==> config.mk <==
export PLATFORM = sky130hd
export DESIGN_NAME = bin2bcd_seq
export DESIGN_NICKNAME = d
export VERILOG_FILES = /design/src/rtl/bin2bcd_defs.sv /design/src/rtl/bcd_adj3.sv /design/src/rtl/bin2bcd_seq.sv
export SDC_FILE = /design/constraint.sdc
export NUM_CORES = 1
export LEC_CHECK = 0
export ABC_AREA = 1
export BUFFER_PORTS_ARGS = -buffer_cell sky130_fd_sc_hd__buf_2
export CORE_ASPECT_RATIO = 1.1
export CORE_UTILIZATION = 51
export DETAILED_ROUTE_END_ITERATION = 8
export PLACE_DENSITY_LB_ADDON = 0.2
export SYNTH_ARGS = -nofsm -noshare
export SYNTH_HDL_FRONTEND = slang
export SYNTH_SLANG_ARGS = --single-unit
==> constraint.sdc <==
create_clock -name clk -period 1.3 [get_ports clk]
set_clock_uncertainty 0.1 [all_clocks]
set_input_delay 0.195 -clock clk [delete_from_list [all_inputs] [get_ports clk]]
set_output_delay 0.195 -clock clk [all_outputs]
set_load 0.05 [all_outputs]
==> src/rtl/bin2bcd_defs.sv <==
// Shared definitions for the sequential binary-to-BCD converter:
// FSM state encoding and default geometry.
package bin2bcd_defs;

    localparam int W_DEF  = 16;
    localparam int ND_DEF = 5;

    // Digits shown on the 4-digit display; anything above is overflow.
    localparam int DISP_DIGITS = 4;

    typedef enum logic [1:0] {
        IDLE = 2'b00,
        OP   = 2'b01,
        DONE = 2'b10
    } state_t;

endpackage

==> src/rtl/bcd_adj3.sv <==
// Double-dabble digit correction: a BCD digit above 4 gets 3 added
// before the shift, so the doubled digit carries correctly into the next one.
module bcd_adj3 (
    input  logic [3:0] digit,
    output logic [3:0] adjusted
);

    assign adjusted = (digit > 4'd4) ? digit + 4'd3 : digit;

endmodule

==> src/rtl/bin2bcd_seq.sv <==
// Sequential shift-and-add-3 converter: one bit per cycle for W cycles, then a
// single-cycle publish of the digits, which stay stable for the display mux.
module bin2bcd_seq
    import bin2bcd_defs::*;
#(
    parameter int W  = W_DEF,
    parameter int ND = ND_DEF
) (
    input  logic            clk,
    input  logic            reset,
    input  logic            start,
    input  logic [W-1:0]    bin,
    output logic            ready,
    output logic            done_tick,
    output logic [4*ND-1:0] bcd,
    output logic            ovf4
);

    localparam int CW = $clog2(W + 1);
    localparam int BW = 4 * ND;

    state_t          state_q, state_d;
    logic [W-1:0]    sh_q, sh_d;
    logic [BW-1:0]   work_q, work_d, work_adj;
    logic [CW-1:0]   n_q, n_d;
    logic [BW-1:0]   bcd_q, bcd_d;
    logic            ovf4_q, ovf4_d;
    logic            done_q, done_d;
    logic            hi_nz;

    for (genvar g = 0; g < ND; g++) begin : g_adj
        bcd_adj3 u_adj (
            .digit    (work_q[4*g +: 4]),
            .adjusted (work_adj[4*g +: 4])
        );
    end

    // Any digit beyond the displayed four being nonzero means the display overflows.
    always_comb begin
        hi_nz = 1'b0;
        for (int i = 4 * DISP_DIGITS; i < BW; i++) begin
            hi_nz = hi_nz | work_q[i];
        end
    end

    always_comb begin
        // NOTE: every variable gets its hold value first, so no path through the case infers a latch.
        state_d = state_q;
        sh_d    = sh_q;
        work_d  = work_q;
        n_d     = n_q;
        bcd_d   = bcd_q;
        ovf4_d  = ovf4_q;
        done_d  = 1'b0;

        unique case (state_q)
            IDLE: begin
                if (start) begin
                    sh_d    = bin;
                    work_d  = '0;
                    n_d     = CW'(W);
                    state_d = OP;
                end
            end
            OP: begin
                work_d = {work_adj[BW-2:0], sh_q[W-1]};
                sh_d   = {sh_q[W-2:0], 1'b0};
                n_d    = n_q - 1'b1;
                if (n_q == CW'(1)) begin
                    state_d = DONE;
                end
            end
            DONE: begin
                bcd_d   = work_q;
                ovf4_d  = hi_nz;
                done_d  = 1'b1;
                state_d = IDLE;
            end
            default: state_d = IDLE;
        endcase
    end

    // NOTE: non-blocking assignments make every register sample the pre-edge values of the others.
    always_ff @(posedge clk) begin
        if (reset) begin
            state_q <= IDLE;
        end else begin
            state_q <= state_d;
        end
    end

    // NOTE: the shift and counter registers are cleared too, so a reset mid-conversion leaves no residue.
    always_ff @(posedge clk) begin
        if (reset) begin
            sh_q   <= '0;
            work_q <= '0;
            n_q    <= '0;
            bcd_q  <= '0;
            ovf4_q <= 1'b0;
            done_q <= 1'b0;
        end else begin
            sh_q   <= sh_d;
            work_q <= work_d;
            n_q    <= n_d;
            bcd_q  <= bcd_d;
            ovf4_q <= ovf4_d;
            done_q <= done_d;
        end
    end

    assign ready     = (state_q == IDLE);
    assign done_tick = done_q;
    assign bcd       = bcd_q;
    assign ovf4      = ovf4_q;

endmodule

* Word-level counts from Yosys, hierarchy flattened
Index checks and enable logic that the tools add are counted.
Operators by class: add/sub/neg operators 6, reductions and logical operators 4, muxes and demuxes 15, magnitude comparators 5, equal/unequal tests 5, bitwise operators 3
Operators with widths (count):
- $pmux 20 s2 | 1
- $pmux 16 s2 | 1
- $gt 4x3->1 const B | 5
- $mux 20 | 1
- $add 4x2->4 const B | 4
- $mux 16 | 1
- $mux 4 | 4
- $pmux 5 s2 | 1
- $eq 5x1->1 const B | 1
- $mux 5 | 1
- $sub 5x1->5 const B | 1
- $mux 2 | 2
- $ne 2x2->1 const B | 2
- $pmux 2 s2 | 1
- $reduce_and 2->1 | 2
- $add 3x2->3 const B | 1
- $mux 3 | 1
- $or 1x1->1 | 3
- $eq 2x1->1 const B | 1
- $eq 2x2->1 const B | 1
- $logic_not 2->1 | 1
- $reduce_bool 2->1 | 1
- $mux 1 | 1
Word-level totals: register bits 65, input port bits 19, output and inout bits 23, word-level logic and storage cells 45

* Longest topological paths before layout
depth in word-level cells 3, depth in mapped cells 9, gate-level depth less buffers 8

* Cells and area by module
A second synthesis with hierarchy kept.
Unflattened totals: cell total of the unflattened synthesis 430, area total of the unflattened synthesis 3067.9 um^2
By module, submodules not included:
- bin2bcd_seq | cells each 285, seq. area each 1301.2 um^2, area an instance 2398.6 um^2, times used 1
- bcd_adj3 | cells each 29, seq. area each 0.0 um^2, area an instance 133.9 um^2, times used 5

* Worst setup path before layout
Ideal clock, no wire load.
kind register -> register, from reg work_q[16], to reg work_q[19], setup time 0.132 ns, path slack 0.008 ns, period minus slack after synthesis 1.292 ns, arrival 1.059 ns, path buffers 0, stages on the path, launching flop included 8, required time 1.068 ns, path through dfxtp_1 inv_1 ha_1 ha_1 inv_1 nand2_1 nand3_1 a21oi_1
Between the ends: cells in the longest elaborated chain, start to end 3, elaborated cells between the ends (all ways) 4, classes of those cells 1 x add/sub; 1 x order compare; 2 x mux
RTL lines:
- start: declaration | line bin2bcd_seq.sv:24 | logic [BW-1:0] work_q, work_d, work_adj;
- start signal: assignment | line bin2bcd_seq.sv:103 | work_q <= work_d;
- $gt 4x3->1 or $add 3x2->3 (tied branches) | line bcd_adj3.sv:8 | assign adjusted = (digit > 4'd4) ? digit + 4'd3 : digit;
- $mux 3 * | line bcd_adj3.sv:8
- $pmux 20 s2 * | line bin2bcd_seq.sv:56 | unique case (state_q)
Mark *: on every way between the ends. The rest lies on a longest branch, timed or not. A chain may end at the register's enable or synchronous reset.

* Final worst setup path
from reg state_q[0], to out ready
Between the ends: cells in the longest elaborated chain, start to end 1
RTL lines:
- start: declaration | line bin2bcd_seq.sv:22 | state_t state_q, state_d;
- start signal: assignment | line bin2bcd_seq.sv:88 | state_q <= state_d;
- $logic_not 2->1 | line bin2bcd_seq.sv:111 | assign ready = (state_q == IDLE);
- end: declaration | line bin2bcd_seq.sv:13 | output logic ready,
Every way passes these cells.

==> flow_summary_export.csv <==
group,metric,value,unit
synthesis,ys_seq_area_share,45.1,%
sta,hold_viol_final,0,
worst_setup_path,cp_cell_sequence,"buf_6 -> nor2_4 -> buf_6",
routing,routed_wl,7770,um
synthesis,netlist_instances,406,
pwr,power.share.clock,42.0,%
routing,drc,0,
worst_setup_path,worstPathArrival,1.06,ns
clock_network,clkSlewWorstSetupHoldPaths,0.07,ns
pwr,p_int,3.49,mW
placement,dp_hpwl,4260,um
routing,vias_per_cell,5.27,
outcome,status,"finished with violations",
worst_setup_path,cp.buffers_inverters,2,
cells_and_area,area_growth,37.6,%
outcome,failed_checks,"negative setup slack",
sta,setup_slack,-0.0502,ns
sta,period_minus_slack,1.35,ns
routing,vias,2952,
worst_setup_path,crit_path_end_kind,"output pin",
sta,max_freq,741,MHz
grt,grt_max_degree,41,
worst_setup_path,crit_top_cell,"buf_6",
hold_path,hold_path_class,"input pin to flip-flop",
floorplanning,die_h,80.9,um
sta,period_share,104,%
routing,drt_iter0_drc,214,
worst_setup_path,critPathSlowestCell,"dfxtp_4",
clock_network,cts_root_buf,"clkbuf_8",
sta,finalSetupViolCount,3,
synthesis,syn_avg_cell_area,7.11,sq um
placement,place_inst,532,
synthesis,synth_top_family_by_area,"simple AND/OR/NAND/NOR gates",
synthesis,synth_compound_area_share,16.3,%
synthesis,synth_fp_nets,433,
worst_setup_path,critPathMaxFanout,3,
synthesis,synthSimpleGateAreaFrac,25.6,%
floorplanning,start_util,53.2,%
worst_setup_path,worst_setup_path_start_kind,"flip-flop",
sta,finalMaxSlewViolations,0,
synthesis,muxShareOfSynthArea,0,%
pwr,p_leak,1.82,nW
grt,grt-ovfl-total,0,
clock_network,cts-buffers-inserted,9,
pwr,seqPwrFrac,44.8,%
placement,port_buffers,41,
pwr,peakVddDrop,749,uV
synthesis,ys_seq_elements,65,
routing,wire_per_inst,13.9,um
placement,gp_congestion,0.800,
floorplanning,core,5430,sq um
pwr,swShare,25.7,%
clock_network,insertion_delay,0.34,ns
routing,ant_nets,0,
cells_and_area,fin_nets,507,
synthesis,synth-xor-area-share,0,%
synthesis,synthesis.area,2890,sq um
pwr,power_density,1180,nW/um^2
pwr,power,4.70,mW
grt,grt_antenna_before_repair,0,
pwr,power_frac_comb,13.2,%
worst_setup_path,max_stage_delay,0.36,ns
pwr,p_switching,1.21,mW
worst_setup_path,critical_path_class,"flip-flop to output pin",
cells_and_area,diodes,0,
sta,relSlewSlack,76.6,%
grt,grt_usage,23.2,%
clock_network,htree_levels,3,
worst_setup_path,required,1.00,ns
sta,tightest_slew,0.351,ns
clock_network,clockBufferDepth,2,
worst_setup_path,critical-path-top-delay-family,"flip-flops",
cells_and_area,drive_gt1_share,30.3,%
clock_network,cts_tree,"built",
placement,place_ws,-0.0132,ns
grt,grt_pass1_vias,2533,
floorplanning,io_pins,42,
routing,first_pass_iters,5,
flow_run,drv_cap,0,
floorplanning,die_x,73.7,um
synthesis,ys_warn_count,0,
cells_and_area,finalNonFillerCells,560,
clock_network,ctsHoldBuffers,0,
clock_network,cts.sinks,65,
floorplanning,dieArea,5970,sq um
cells_and_area,fillerInstances,418,
floorplanning,placementRows,28,
synthesis,ys_types,25,
synthesis,synthAdderAreaFrac,3.47,%
grt,grt_pass1_wl,10500,um
sta,rsz0062_at_grt,"yes",
layout make-up:
type                       count  area (sq um)  share of cell area (%)
multi-input combinational    276          1460                    36.7
timing repair buffer          82           681                    17.1
sequential                    65          1320                    33.2
clock buffer                  11           151                    3.81
inverter                      46           193                    4.85
clock inverter                 5          77.6                    1.95
tap                           75          93.8                    2.36
flip-flops by register name, summed over array words and instances, names as in the netlist:
register	cells
bcd	20
work_q	20
sh_q	16
n_q	5
state_q	2
done_tick	1
ovf4	1
cells in the mapped netlist, drive strengths merged:
master    n  share of area [%]
a31oi     2               0.43
o21bai    3               0.78
or2       1               0.22
a21oi    49                8.5
buf      12                2.6
nor2     20                2.7
clkbuf    7                1.0
a211oi    1               0.26
o21ai    32                5.5
o31ai     1               0.26
nand4     2               0.43
inv      46                6.0
dfxtp    65                 45
nand2   111                 15
ha        8                3.5
nand3    43                7.5
o211ai    2               0.52
nor3      1               0.17
cell families after synthesis:
logic type	after synthesis
adders and majority gates	8
AOI/OAI and AO/OA	90
buffers and inverters	65
and+or+nand+nor	178
DFF	65
worst paths after layout:
check	slack, ns	endpoint	cells past startpoint	startpoint
min	0.02	sh_q[0]$_SDFFE_PP0P_	3	bin[0]
max	-0.05	ready	3	state_q[0]$_SDFFE_PP0P_
min reg2reg	0.37	sh_q[2]$_SDFFE_PP0P_	2	sh_q[2]$_SDFFE_PP0P_
max reg2reg	-0.01	work_q[10]$_SDFFE_PP0P_	7	state_q[0]$_SDFFE_PP0P_
routing by layer:
metal  vias to the layer above  global-route usage (%)  wire length (um)
met2                       100                    38.0              3900
met5                         -                       0                 0
met4                         0                    10.4               195
met1                      1369                    28.4              3310
li1                       1467                       -                 -
met3                        16                    6.08               362
power by group through the flow:
stage          sequential, mW  clock (mW)  combinational [mW]
2_1_floorplan            2.18           0               0.301
3_3_place_gp             2.14           0               0.476
3_5_place_dp             2.15           0               0.486
4_1_cts                  2.10        1.98               0.510
5_1_grt                  2.11        2.05               0.676
6_report                 2.11        1.98               0.623
worst min-delay path, stage by stage:
cell and delay (ns):
buf_2 0.09, nand2_1 0.07, a21oi_1 0.06
cell usage in the layout, fill, tap and decap left out, drive strengths merged:
master    synthesis  final
bufinv            0      2
clkinvlp          0      1
a211oi            1      1
a31oi             2      2
o211ai            2      2
nand4             2      2
ha                8      8
o21ai            32     32
a21oi            49     49
buf              12     78
nand2           111    111
o31ai             1      1
clkinv            0      2
dfxtp            65     65
o21bai            3      3
nor3              1      1
nor2             20     20
nand3            43     43
inv              46     46
or2               1      1
clkbuf            7     15
repair_timing:
action / CTS / global route
buffers inserted: 1 / 4
resized for setup: 11 / 75
setup endpoints to repair: 5 / 45
pin swaps: 1 / 15
gates cloned: 0 / 7
through the flow:
stage                     util, %  TNS, ns  cell area (sq um)  hold WS [ns]
after floorplan                 -        0               2890         0.243
after global placement       61.3        0               3330         0.349
after detailed placement     61.3  -0.0132               3330         0.355
after CTS                    66.2  -0.0504               3600       0.00294
after global routing         73.1   -0.766               3970       0.00803
final                        73.1  -0.0597               3970        0.0162
Power figures use the tool's default switching activity.
